===== config.mk =====
export PLATFORM = sky130hd
export DESIGN_NAME = instr_fetch_flat
export DESIGN_NICKNAME = d
export VERILOG_FILES = /design/src/rtl/cpu_pkg.sv /design/src/rtl/instr_fetch_if.sv /design/src/rtl/fetch_buf.sv /design/src/rtl/instr_fetch.sv /design/src/flat_wrapper.sv
export SDC_FILE = /design/constraint.sdc
export NUM_CORES = 1
export LEC_CHECK = 0
export CORE_MARGIN = 4
export CORE_UTILIZATION = 48
export CTS_CLUSTER_DIAMETER = 150
export DETAILED_ROUTE_END_ITERATION = 10
export GPL_TIMING_DRIVEN = 0
export PLACE_DENSITY = 0.77
export SLEW_MARGIN = 20
export SYNTH_ARGS = -nofsm -noshare
export SYNTH_HDL_FRONTEND = slang
export SYNTH_SLANG_ARGS = --single-unit

===== constraint.sdc =====
create_clock -name clk -period 3.54 [get_ports clk]
set_input_delay 0.708 -clock clk [delete_from_list [all_inputs] [get_ports clk]]
set_output_delay 0.708 -clock clk [all_outputs]
set_load 0.1 [all_outputs]

===== src/rtl/cpu_pkg.sv =====
// cpu_pkg: shared word width, fetch FSM states and PC step.
// The `WORD range macro is defined here for the whole fetch slice.
`ifndef WORD
`define WORD [31:0]
`endif

package cpu_pkg;

  typedef logic `WORD word_t;

  typedef enum logic [1:0] {
    BOOT,
    FETCH,
    FLUSH,
    FAULT
  } fetch_state_t;

  localparam word_t PC_INC = 32'd4;

  typedef struct packed {
    word_t pc;
    word_t data;
  } fetch_ent_t;

endpackage


===== src/rtl/instr_fetch_if.sv =====
// instr_fetch_if: imem request/response, instruction and redirect bundle.
// master = fetch unit, slave = memory/controller side.
interface instr_fetch_if;

  logic       imem_req_valid;
  logic       imem_req_ready;
  logic `WORD imem_req_addr;
  logic       imem_rsp_valid;
  logic `WORD imem_rsp_data;
  logic       instr_valid;
  logic       instr_ready;
  logic `WORD instr;
  logic `WORD instr_pc;
  logic       redirect_valid;
  logic `WORD redirect_pc;
  logic       fetch_fault;

  modport master (
    output imem_req_valid, imem_req_addr,
    output instr_valid, instr, instr_pc,
    output fetch_fault,
    input  imem_req_ready, imem_rsp_valid,
    input  imem_rsp_data, instr_ready,
    input  redirect_valid, redirect_pc
  );

  modport slave (
    input  imem_req_valid, imem_req_addr,
    input  instr_valid, instr, instr_pc,
    input  fetch_fault,
    output imem_req_ready, imem_rsp_valid,
    output imem_rsp_data, instr_ready,
    output redirect_valid, redirect_pc
  );

endinterface


===== src/rtl/fetch_buf.sv =====
// fetch_buf: DEPTH-entry synchronous FIFO of {pc, instr}.
// clear wins over push/pop; the caller guarantees no overflow.
module fetch_buf
  import cpu_pkg::*;
#(
  parameter int DEPTH = 2
) (
  input  logic       clk,
  input  logic       rst_n,
  input  logic       clear,
  input  logic       push,
  input  fetch_ent_t wdata,
  input  logic       pop,
  output fetch_ent_t rdata,
  output logic       empty,
  output logic [2:0] count
);

  localparam int AW = $clog2(DEPTH);
  localparam logic [AW-1:0] LAST = AW'(DEPTH - 1);

  fetch_ent_t    mem [DEPTH];
  logic [AW-1:0] rd;
  logic [AW-1:0] wr;

  function automatic logic [AW-1:0] bump(
    input logic [AW-1:0] p
  );
    return (p == LAST) ? '0 : p + AW'(1);
  endfunction

  always_ff @(posedge clk or negedge rst_n) begin
    if (!rst_n) begin
      rd    <= '0;
      wr    <= '0;
      count <= '0;
      for (int i = 0; i < DEPTH; i++) begin
        mem[i] <= '0;
      end
    end else if (clear) begin
      rd    <= '0;
      wr    <= '0;
      count <= '0;
    end else begin
      if (push) begin
        mem[wr] <= wdata;
        wr      <= bump(wr);
      end
      if (pop) begin
        rd <= bump(rd);
      end
      count <= count + 3'(push) - 3'(pop);
    end
  end

  assign rdata = mem[rd];
  assign empty = (count == 3'd0);

endmodule


===== src/rtl/instr_fetch.sv =====
// instr_fetch: credit-limited fetch with redirect flush of stale responses.
// Define FETCH_MISALIGN_CHECK_EN to fault on misaligned redirect targets.
module instr_fetch
  import cpu_pkg::*;
#(
  parameter word_t RESET_PC  = 32'h0000_0000,
  parameter int    BUF_DEPTH = 2
) (
  input logic           clk,
  input logic           rst_n,
  instr_fetch_if.master bus
);

  fetch_state_t state;
  fetch_state_t state_nxt;
  word_t        pc;
  word_t        ret_pc;
  word_t        tgt;
  logic [2:0]   outst;
  logic [2:0]   kill;
  logic [2:0]   kill_nxt;
  logic [2:0]   count;
  logic         redir;
  logic         bad;
  logic         hs;
  logic         rsp;
  logic         req_v;
  logic         push;
  logic         pop;
  logic         clear;
  logic         empty;
  fetch_ent_t   head;
  fetch_ent_t   wr_ent;

  assign redir = bus.redirect_valid && (state != FAULT);

`ifdef FETCH_MISALIGN_CHECK_EN
  logic fault;

  assign tgt = bus.redirect_pc;
  assign bad = (bus.redirect_pc[1:0] != 2'b00);

  always_ff @(posedge clk or negedge rst_n) begin
    if (!rst_n) begin
      fault <= 1'b0;
    end else if (redir && bad) begin
      fault <= 1'b1;
    end
  end

  assign bus.fetch_fault = fault;
`else
  assign tgt = bus.redirect_pc & ~32'h3;
  assign bad = 1'b0;
  assign bus.fetch_fault = 1'b0;
`endif

  assign hs  = req_v && bus.imem_req_ready;
  assign rsp = bus.imem_rsp_valid;

  // in-flight responses to discard; one of outst/kill is always zero here
  assign kill_nxt = outst + kill + 3'(hs) - 3'(rsp);

  always_ff @(posedge clk or negedge rst_n) begin
    if (!rst_n) begin
      state <= BOOT;
    end else begin
      state <= state_nxt;
    end
  end

  always_comb begin
    state_nxt = state;
    unique case (1'b1)
      redir && bad: state_nxt = FAULT;
      redir && !bad: begin
        state_nxt = (kill_nxt != 3'd0) ? FLUSH : FETCH;
      end
      !redir && state == BOOT: state_nxt = FETCH;
      !redir && state == FLUSH && rsp && kill == 3'd1: begin
        state_nxt = FETCH;
      end
      default: ;
    endcase
  end

  always_comb begin
    req_v = 1'b0;
    push  = 1'b0;
    pop   = 1'b0;
    clear = 1'b0;
    unique case (state)
      FETCH: begin
        req_v = !bus.redirect_valid
             && (({1'b0, outst} + {1'b0, count})
                 < 4'(BUF_DEPTH));
        push  = rsp && !bus.redirect_valid;
        pop   = !empty && bus.instr_ready
             && !bus.redirect_valid;
        clear = bus.redirect_valid;
      end
      FLUSH: clear = bus.redirect_valid;
      default: ;
    endcase
  end

  always_ff @(posedge clk or negedge rst_n) begin
    if (!rst_n) begin
      pc     <= RESET_PC;
      ret_pc <= RESET_PC;
      outst  <= '0;
      kill   <= '0;
    end else if (redir) begin
      pc     <= tgt;
      ret_pc <= tgt;
      outst  <= '0;
      kill   <= kill_nxt;
    end else begin
      if (hs) begin
        pc <= pc + PC_INC;
      end
      if (push) begin
        ret_pc <= ret_pc + PC_INC;
      end
      outst <= outst + 3'(hs) - 3'(push);
      if (state == FLUSH && rsp) begin
        kill <= kill - 3'd1;
      end
    end
  end

  assign wr_ent = '{pc: ret_pc, data: bus.imem_rsp_data};

  fetch_buf #(
    .DEPTH(BUF_DEPTH)
  ) u_buf (
    .clk   (clk),
    .rst_n (rst_n),
    .clear (clear),
    .push  (push),
    .wdata (wr_ent),
    .pop   (pop),
    .rdata (head),
    .empty (empty),
    .count (count)
  );

  assign bus.imem_req_valid = req_v;
  assign bus.imem_req_addr  = pc;
  assign bus.instr_valid    = !empty;
  assign bus.instr          = head.data;
  assign bus.instr_pc       = head.pc;

endmodule


===== src/flat_wrapper.sv =====
// flat-port wrapper written by rule: the top's interface ports become plain ports
module instr_fetch_flat import cpu_pkg::*;
#(
  parameter word_t RESET_PC  = 32'h0000_0000,
  parameter int    BUF_DEPTH = 2
)
  (clk, rst_n, bus_imem_req_valid, bus_imem_req_addr, bus_instr_valid, bus_instr, bus_instr_pc, bus_fetch_fault, bus_imem_req_ready, bus_imem_rsp_valid, bus_imem_rsp_data, bus_instr_ready, bus_redirect_valid, bus_redirect_pc);
  instr_fetch_if bus_i ();
  input logic clk;
  input logic rst_n;
  output wire logic [$bits(bus_i.imem_req_valid)-1:0] bus_imem_req_valid;
  output wire logic [$bits(bus_i.imem_req_addr)-1:0] bus_imem_req_addr;
  output wire logic [$bits(bus_i.instr_valid)-1:0] bus_instr_valid;
  output wire logic [$bits(bus_i.instr)-1:0] bus_instr;
  output wire logic [$bits(bus_i.instr_pc)-1:0] bus_instr_pc;
  output wire logic [$bits(bus_i.fetch_fault)-1:0] bus_fetch_fault;
  input wire logic [$bits(bus_i.imem_req_ready)-1:0] bus_imem_req_ready;
  input wire logic [$bits(bus_i.imem_rsp_valid)-1:0] bus_imem_rsp_valid;
  input wire logic [$bits(bus_i.imem_rsp_data)-1:0] bus_imem_rsp_data;
  input wire logic [$bits(bus_i.instr_ready)-1:0] bus_instr_ready;
  input wire logic [$bits(bus_i.redirect_valid)-1:0] bus_redirect_valid;
  input wire logic [$bits(bus_i.redirect_pc)-1:0] bus_redirect_pc;
  assign bus_imem_req_valid = bus_i.imem_req_valid;
  assign bus_imem_req_addr = bus_i.imem_req_addr;
  assign bus_instr_valid = bus_i.instr_valid;
  assign bus_instr = bus_i.instr;
  assign bus_instr_pc = bus_i.instr_pc;
  assign bus_fetch_fault = bus_i.fetch_fault;
  assign bus_i.imem_req_ready = bus_imem_req_ready;
  assign bus_i.imem_rsp_valid = bus_imem_rsp_valid;
  assign bus_i.imem_rsp_data = bus_imem_rsp_data;
  assign bus_i.instr_ready = bus_instr_ready;
  assign bus_i.redirect_valid = bus_redirect_valid;
  assign bus_i.redirect_pc = bus_redirect_pc;
  instr_fetch #(.RESET_PC(RESET_PC), .BUF_DEPTH(BUF_DEPTH)) u_core (.clk(clk), .rst_n(rst_n), .bus(bus_i));
endmodule

# Word-level counts from Yosys, hierarchy flattened

Cells that the tools add are included.

Reductions and logical operators: 27
Equal/unequal tests: 4
Add/sub/neg operators: 13
Bitwise operators: 3
Magnitude comparators: 4
Muxes and demuxes: 26

Operators by type and width:

| kind                                                                   | count |
|---|---|
| 64-bit two-way mux                                                     | 4 |
| 128-bit bitwise mux                                                    | 1 |
| 32-bit two-way mux                                                     | 4 |
| 32-bit by 3-bit adder with 32-bit output (second input constant)       | 2 |
| 64-bit demux with 1-bit select                                         | 1 |
| 1-bit logical AND                                                      | 12 |
| 3-bit two-way mux                                                      | 4 |
| 2-bit nonzero test                                                     | 6 |
| 1-bit two-way mux                                                      | 10 |
| 3-bit by 1-bit adder with 3-bit output                                 | 3 |
| 3-bit by 1-bit subtractor with 3-bit output                            | 3 |
| 3-bit by 3-bit adder with 4-bit output                                 | 1 |
| 2-bit >= comparator (second input constant)                            | 2 |
| 4-bit by 2-bit < comparator with 1-bit output (second input constant)  | 1 |
| 1-bit inverter with 2-bit output                                       | 2 |
| 2-bit case mux with 2 select lines                                     | 1 |
| 2-bit OR reduction                                                     | 2 |
| 3-bit adder                                                            | 1 |
| 3-bit by 1-bit equality test with 1-bit output (second input constant) | 1 |
| 1-bit logical NOT                                                      | 3 |
| 3-bit logical NOT                                                      | 1 |
| 3-bit nonzero test                                                     | 1 |
| 3-bit by 1-bit subtractor with 3-bit output (second input constant)    | 1 |
| 1-bit adder (second input constant)                                    | 2 |
| 8 further kinds                                                        | 8 |

Bits in registers: 205

# Logic depth before layout (Yosys ltp)

Depth after elaboration: 10
Gate-level depth with buffers: 13

# Cells and area by module

From an unflattened synthesis, not the netlist that was laid out.

Cells, all modules: 793
Area total of the unflattened synthesis: 10,098.4 µm²

Modules (own cells, without submodules):

| module      | seq. area each (µm²) | times used | area an instance (µm²) | cells an instance |
|---|---|---|---|---|
| fetch_buf   | 3,328.2              | 1          | 6,105.9                | 363 |
| instr_fetch | 1,701.6              | 1          | 3,992.6                | 430 |

# Least setup slack after synthesis

No wires, ideal clock.

Kind: register -> register
Start: register u_core.outst[0]
End: register u_core.state[1]
Clock period less this slack: 3,320 ps
Stages on the path, launching flop included: 14
Path buffers: 1
Setup slack: 220 ps
Data required time: 3,422 ps
Library setup time: 118 ps
Arrival: 3,202 ps
Cell sequence: dfrtp_1 nand2_1 fa_1 nor2b_1 a31oi_1 clkbuf_1 nor2_1 fa_1 fa_1 xor2_1 xnor2_1 nor3_1 nor2_1 a21o_1

Longest elaborated chain between the ends: 10
Elaborated cells between the ends (all ways): 11

RTL lines:

| item                                          | line               | RTL |
|---|---|---|
| start, declared                               | instr_fetch.sv:19  | `logic [2:0] outst;` |
| start signal, assigned                        | instr_fetch.sv:125 | `outst <= outst + 3'(hs) - 3'(push);` |
| 3-bit by 3-bit adder with 4-bit output        | instr_fetch.sv:95  | `&& (({1'b0, outst} + {1'b0, count})` |
| 4-bit by 2-bit < comparator with 1-bit output | instr_fetch.sv:96  | `< 4'(BUF_DEPTH));` |
| 1-bit logical AND                             | instr_fetch.sv:95  |  |
| 1-bit two-way mux                             | instr_fetch.sv:92  | `unique case (state)` |
| 1-bit logical AND                             | instr_fetch.sv:58  | `assign hs = req_v && bus.imem_req_ready;` |
| 3-bit by 1-bit adder with 3-bit output *      | instr_fetch.sv:62  | `assign kill_nxt = outst + kill + 3'(hs) - 3'(rsp);` |
| 3-bit by 1-bit subtractor with 3-bit output * | instr_fetch.sv:62  |  |
| 3-bit nonzero test *                          | instr_fetch.sv:77  | `state_nxt = (kill_nxt != 3'd0) ? FLUSH : FETCH;` |
| 2-bit two-way mux *                           | instr_fetch.sv:77  |  |
| 2-bit case mux with 2 select lines *          | instr_fetch.sv:74  | `unique case (1'b1)` |
| end signal, assigned                          | instr_fetch.sv:68  | `state <= state_nxt;` |
| end, declared                                 | instr_fetch.sv:14  | `fetch_state_t state;` |

Mark *: on every way between the ends. The rest lies on a longest branch, timed or not.
A chain may end at the register's enable or synchronous reset.

# Worst setup path in the final report

Start: register u_core.u_buf.rd
End: output bus_instr_pc[24]

Longest elaborated chain between the ends: 4

RTL lines:

| item                                                   | line               | RTL |
|---|---|---|
| start, declared                                        | fetch_buf.sv:23    | `logic [AW-1:0] rd;` |
| start signal, assigned                                 | fetch_buf.sv:50    | `rd <= bump(rd);` |
| 1-bit inverter with 2-bit output (implied by the code) | fetch_buf.sv:56    | `assign rdata = mem[rd];` |
| 64-bit two-way mux (implied by the code) (3 in a row)  | fetch_buf.sv:56    |  |
| end, declared                                          | flat_wrapper.sv:15 | `output wire logic [$bits(bus_i.instr_pc)-1:0] bus_instr_pc;` |

Every way passes these cells. The select of a mux whose other input is x is not followed.

==> flow_summary_export.csv <==
group,metric,value,unit
status,status,"completed",
sta,finalCritPeriodShare,95.3,%
final_layout,multi_input_area,4450,um2
sta,whs,150,ps
critical_path,crit_path_end_kind,"output port",
sta,finalSetupViolations,0,
grt,grt_remaining_overflow,0,
critical_path,crit_arrival,2670,ps
critical_path,critical_path.startpoint_type,"flop",
clock_network,cts.reportedPaths.clkPinSlew,70,ps
final_layout,num_antenna_cells,0,
logic_synthesis,synthMostInstantiatedCell,"dfrtp_1",
drt,drtAntennaViolNets,0,
drt,drc,0,
sta,finalClockSkew,13.8,ps
logic_synthesis,yosysWarnings,0,
critical_path,critPathSlowestCell,"clkdlybuf4s15_1",
placed_design,portBuffers,160,
logic_synthesis,yosys-top-cells-area,"dfrtp_1 51%, mux2_2 21%, xnor2_1 3.5%",
sta,hold_violations,0,
grt,grt_usage,22.1,%
grt,grt_pass1_vias,7396,
logic_synthesis,synth_area_leader_cell,"dfrtp_1",
floorplan,initial_core_util,49.2,%
final_layout,seqCellArea,4930,um2
drt,avgViaCountPerCell,5.50,
sta,worstMarginPinSlew,1050,ps
logic_synthesis,synth_area_per_cell,11.9,um2
drt,wirelength,24.0,mm
placed_design,dpl.hpwl,17.4,mm
logic_synthesis,ys.flop_type,"dfrtp_1",
floorplan,core,19600,um2
min_path,hp-class,"input port to async pin",
logic_synthesis,synth-seq-cells,197,
grt,antenna_found_initial,0,
floorplan,rows,51,
sta,relSlewSlack,29.6,%
floorplan,die_x,150,um
floorplan,fp.dieArea,22400,um2
critical_path,required,2830,ps
final_layout,synthToLayoutAreaGrowth,27.2,%
drt,post_drt_wl_per_cell,18.9,um
logic_synthesis,synth_area,9630,um2
sta,period_needed,3370,ps
run,max_cap_viol_count,0,
floorplan,io_pins,169,
drt,dr.pass1.iters,5,
critical_path,critical_path.top_delay_family,"buffers and inverters",
drt,via_count,6987,
drt,drt_iter0_drc,318,
final_layout,nets,1083,
critical_path,cp_max_fo,10,
clock_network,cts_tree,"done",
logic_synthesis,synth_top_area_share,51.2,%
grt,grt_pass1_wl,38.9,mm
grt,grt_max_degree,92,
critical_path,crit_buf_inv,3,
clock_network,htreeDepth,4,
logic_synthesis,synth_enable_flop_cells,0,
floorplan,die_y,150,um
logic_synthesis,yosysUniqueCellTypes,46,
critical_path,worstSetupPathType,"flop to output port",
critical_path,path_cells,"clkbuf_1 -> buf_2 -> mux2_2 -> clkdlybuf4s15_1",
logic_synthesis,yosys-top-cells-count,"197 x dfrtp_1, 183 x mux2_2, 57 x a21oi_1",
clock_network,cts_buffers,17,
clock_network,numClockSinks,197,
sta,drv_slew,0,
final_layout,drive_above_1_share,29.3,%
sta,rsz0062_at_grt,"false",
clock_network,cts-root-buf,"clkbuf_16",
clock_network,cts_buffer_depth,2,
critical_path,slowest_delay,720,ps
sta,max_freq,296,MHz
placed_design,place_congestion,0.868,
logic_synthesis,netlist_instances,807,
final_layout,fillerInstances,1577,
clock_network,clk_latency,440,ps
logic_synthesis,ys_async_sr_fraction,100,%
logic_synthesis,synth_seq_area_share,51.2,%
## final timing paths
path	startpoint	end	slack, ps	depth (start not counted)
worst max-delay path	u_core.u_buf.rd	bus_instr_pc[24]	170	4
worst min-delay path	rst_n	u_core.u_buf.mem[23]	150	1
worst max register to register	u_core.outst[0]	u_core.state[1]	190	13
worst min register to register	u_core.u_buf.mem[62]	u_core.u_buf.mem[62]	490	2
max in group asynchronous	rst_n	u_core.u_buf.mem[122]	2620	2
min in group clk	bus_redirect_valid	u_core.u_buf.count[2]	470	2
## cell usage in the layout, fill, tap and decap left out, types with 22 or more instances in the layout
cell | Yosys | layout
nand3_1 | 23 | 23
mux2_2 | 183 | 183
dfrtp_1 | 197 | 197
xnor2_1 | 38 | 38
clkdlybuf4s15_2 | 0 | 32
xor2_1 | 23 | 23
a21oi_1 | 57 | 57
nand2_1 | 31 | 31
nand4_1 | 22 | 22
clkdlybuf4s50_1 | 0 | 99
nor2_1 | 45 | 44
## state kept, by name (all words and copies together), names as in the netlist
name	count
u_core.bus.imem_req_addr	30
u_core.kill	3
u_core.outst	3
u_core.ret_pc	30
u_core.state	2
u_core.u_buf.count	3
u_core.u_buf.mem	124
u_core.u_buf.rd	1
u_core.u_buf.wr	1
## layer usage
metal  vias to the layer above  track usage [%]  routed length [um]
met5                         -                0                   0
met4                         0             7.27                 576
met3                        35             4.60                1380
met2                       205             35.9               11400
met1                      3531             29.7               10600
li1                       3216                -                   -
## through the flow
step | area [um2] | utilization (%) | setup slack, ps | setup TNS, ps | cells
floorplan | 9650 | - | 220 | 0 | 811
finish | 12300 | 62.6 | 166 | 0 | 1270
detailed placement | 11600 | 59.4 | -265 | -545 | 1238
global route | 12300 | 62.6 | 21.3 | 0 | 1270
global placement | 11600 | 59.1 | -6430 | -1263350 | 1236
CTS | 12300 | 62.7 | 0.502 | 0 | 1269
## area by class of cell
type	instances	area share [%]
tap	265	2.70
buffer	44	1.80
multi-input combinational	551	36.3
clock inverter	13	1.36
clock buffer	19	3.70
sequential	197	40.2
inverter	18	0.551
timing repair buffer	163	13.4
## kinds of logic after synthesis
group | share of synthesized area [%]
AO/OA/AOI/OAI | 4.47
AND/OR/NAND/NOR | 11.1
flip-flops | 51.2
XOR/XNOR | 5.55
buffers and inverters | 2.92
multiplexers | 21.6
adder cells (fa/ha/maj) | 3.12
other | 0.0389
## what timing repair did
item	in CTS	in global routing
setup buffers	0	1
hold buffers	0	0
gates resized for setup	132	20
gates cloned	0	0
endpoints found under the setup margin	63	11
Power is not shown: default switching activity piles up to over one toggle a cycle in this logic, so the estimate is an artifact.
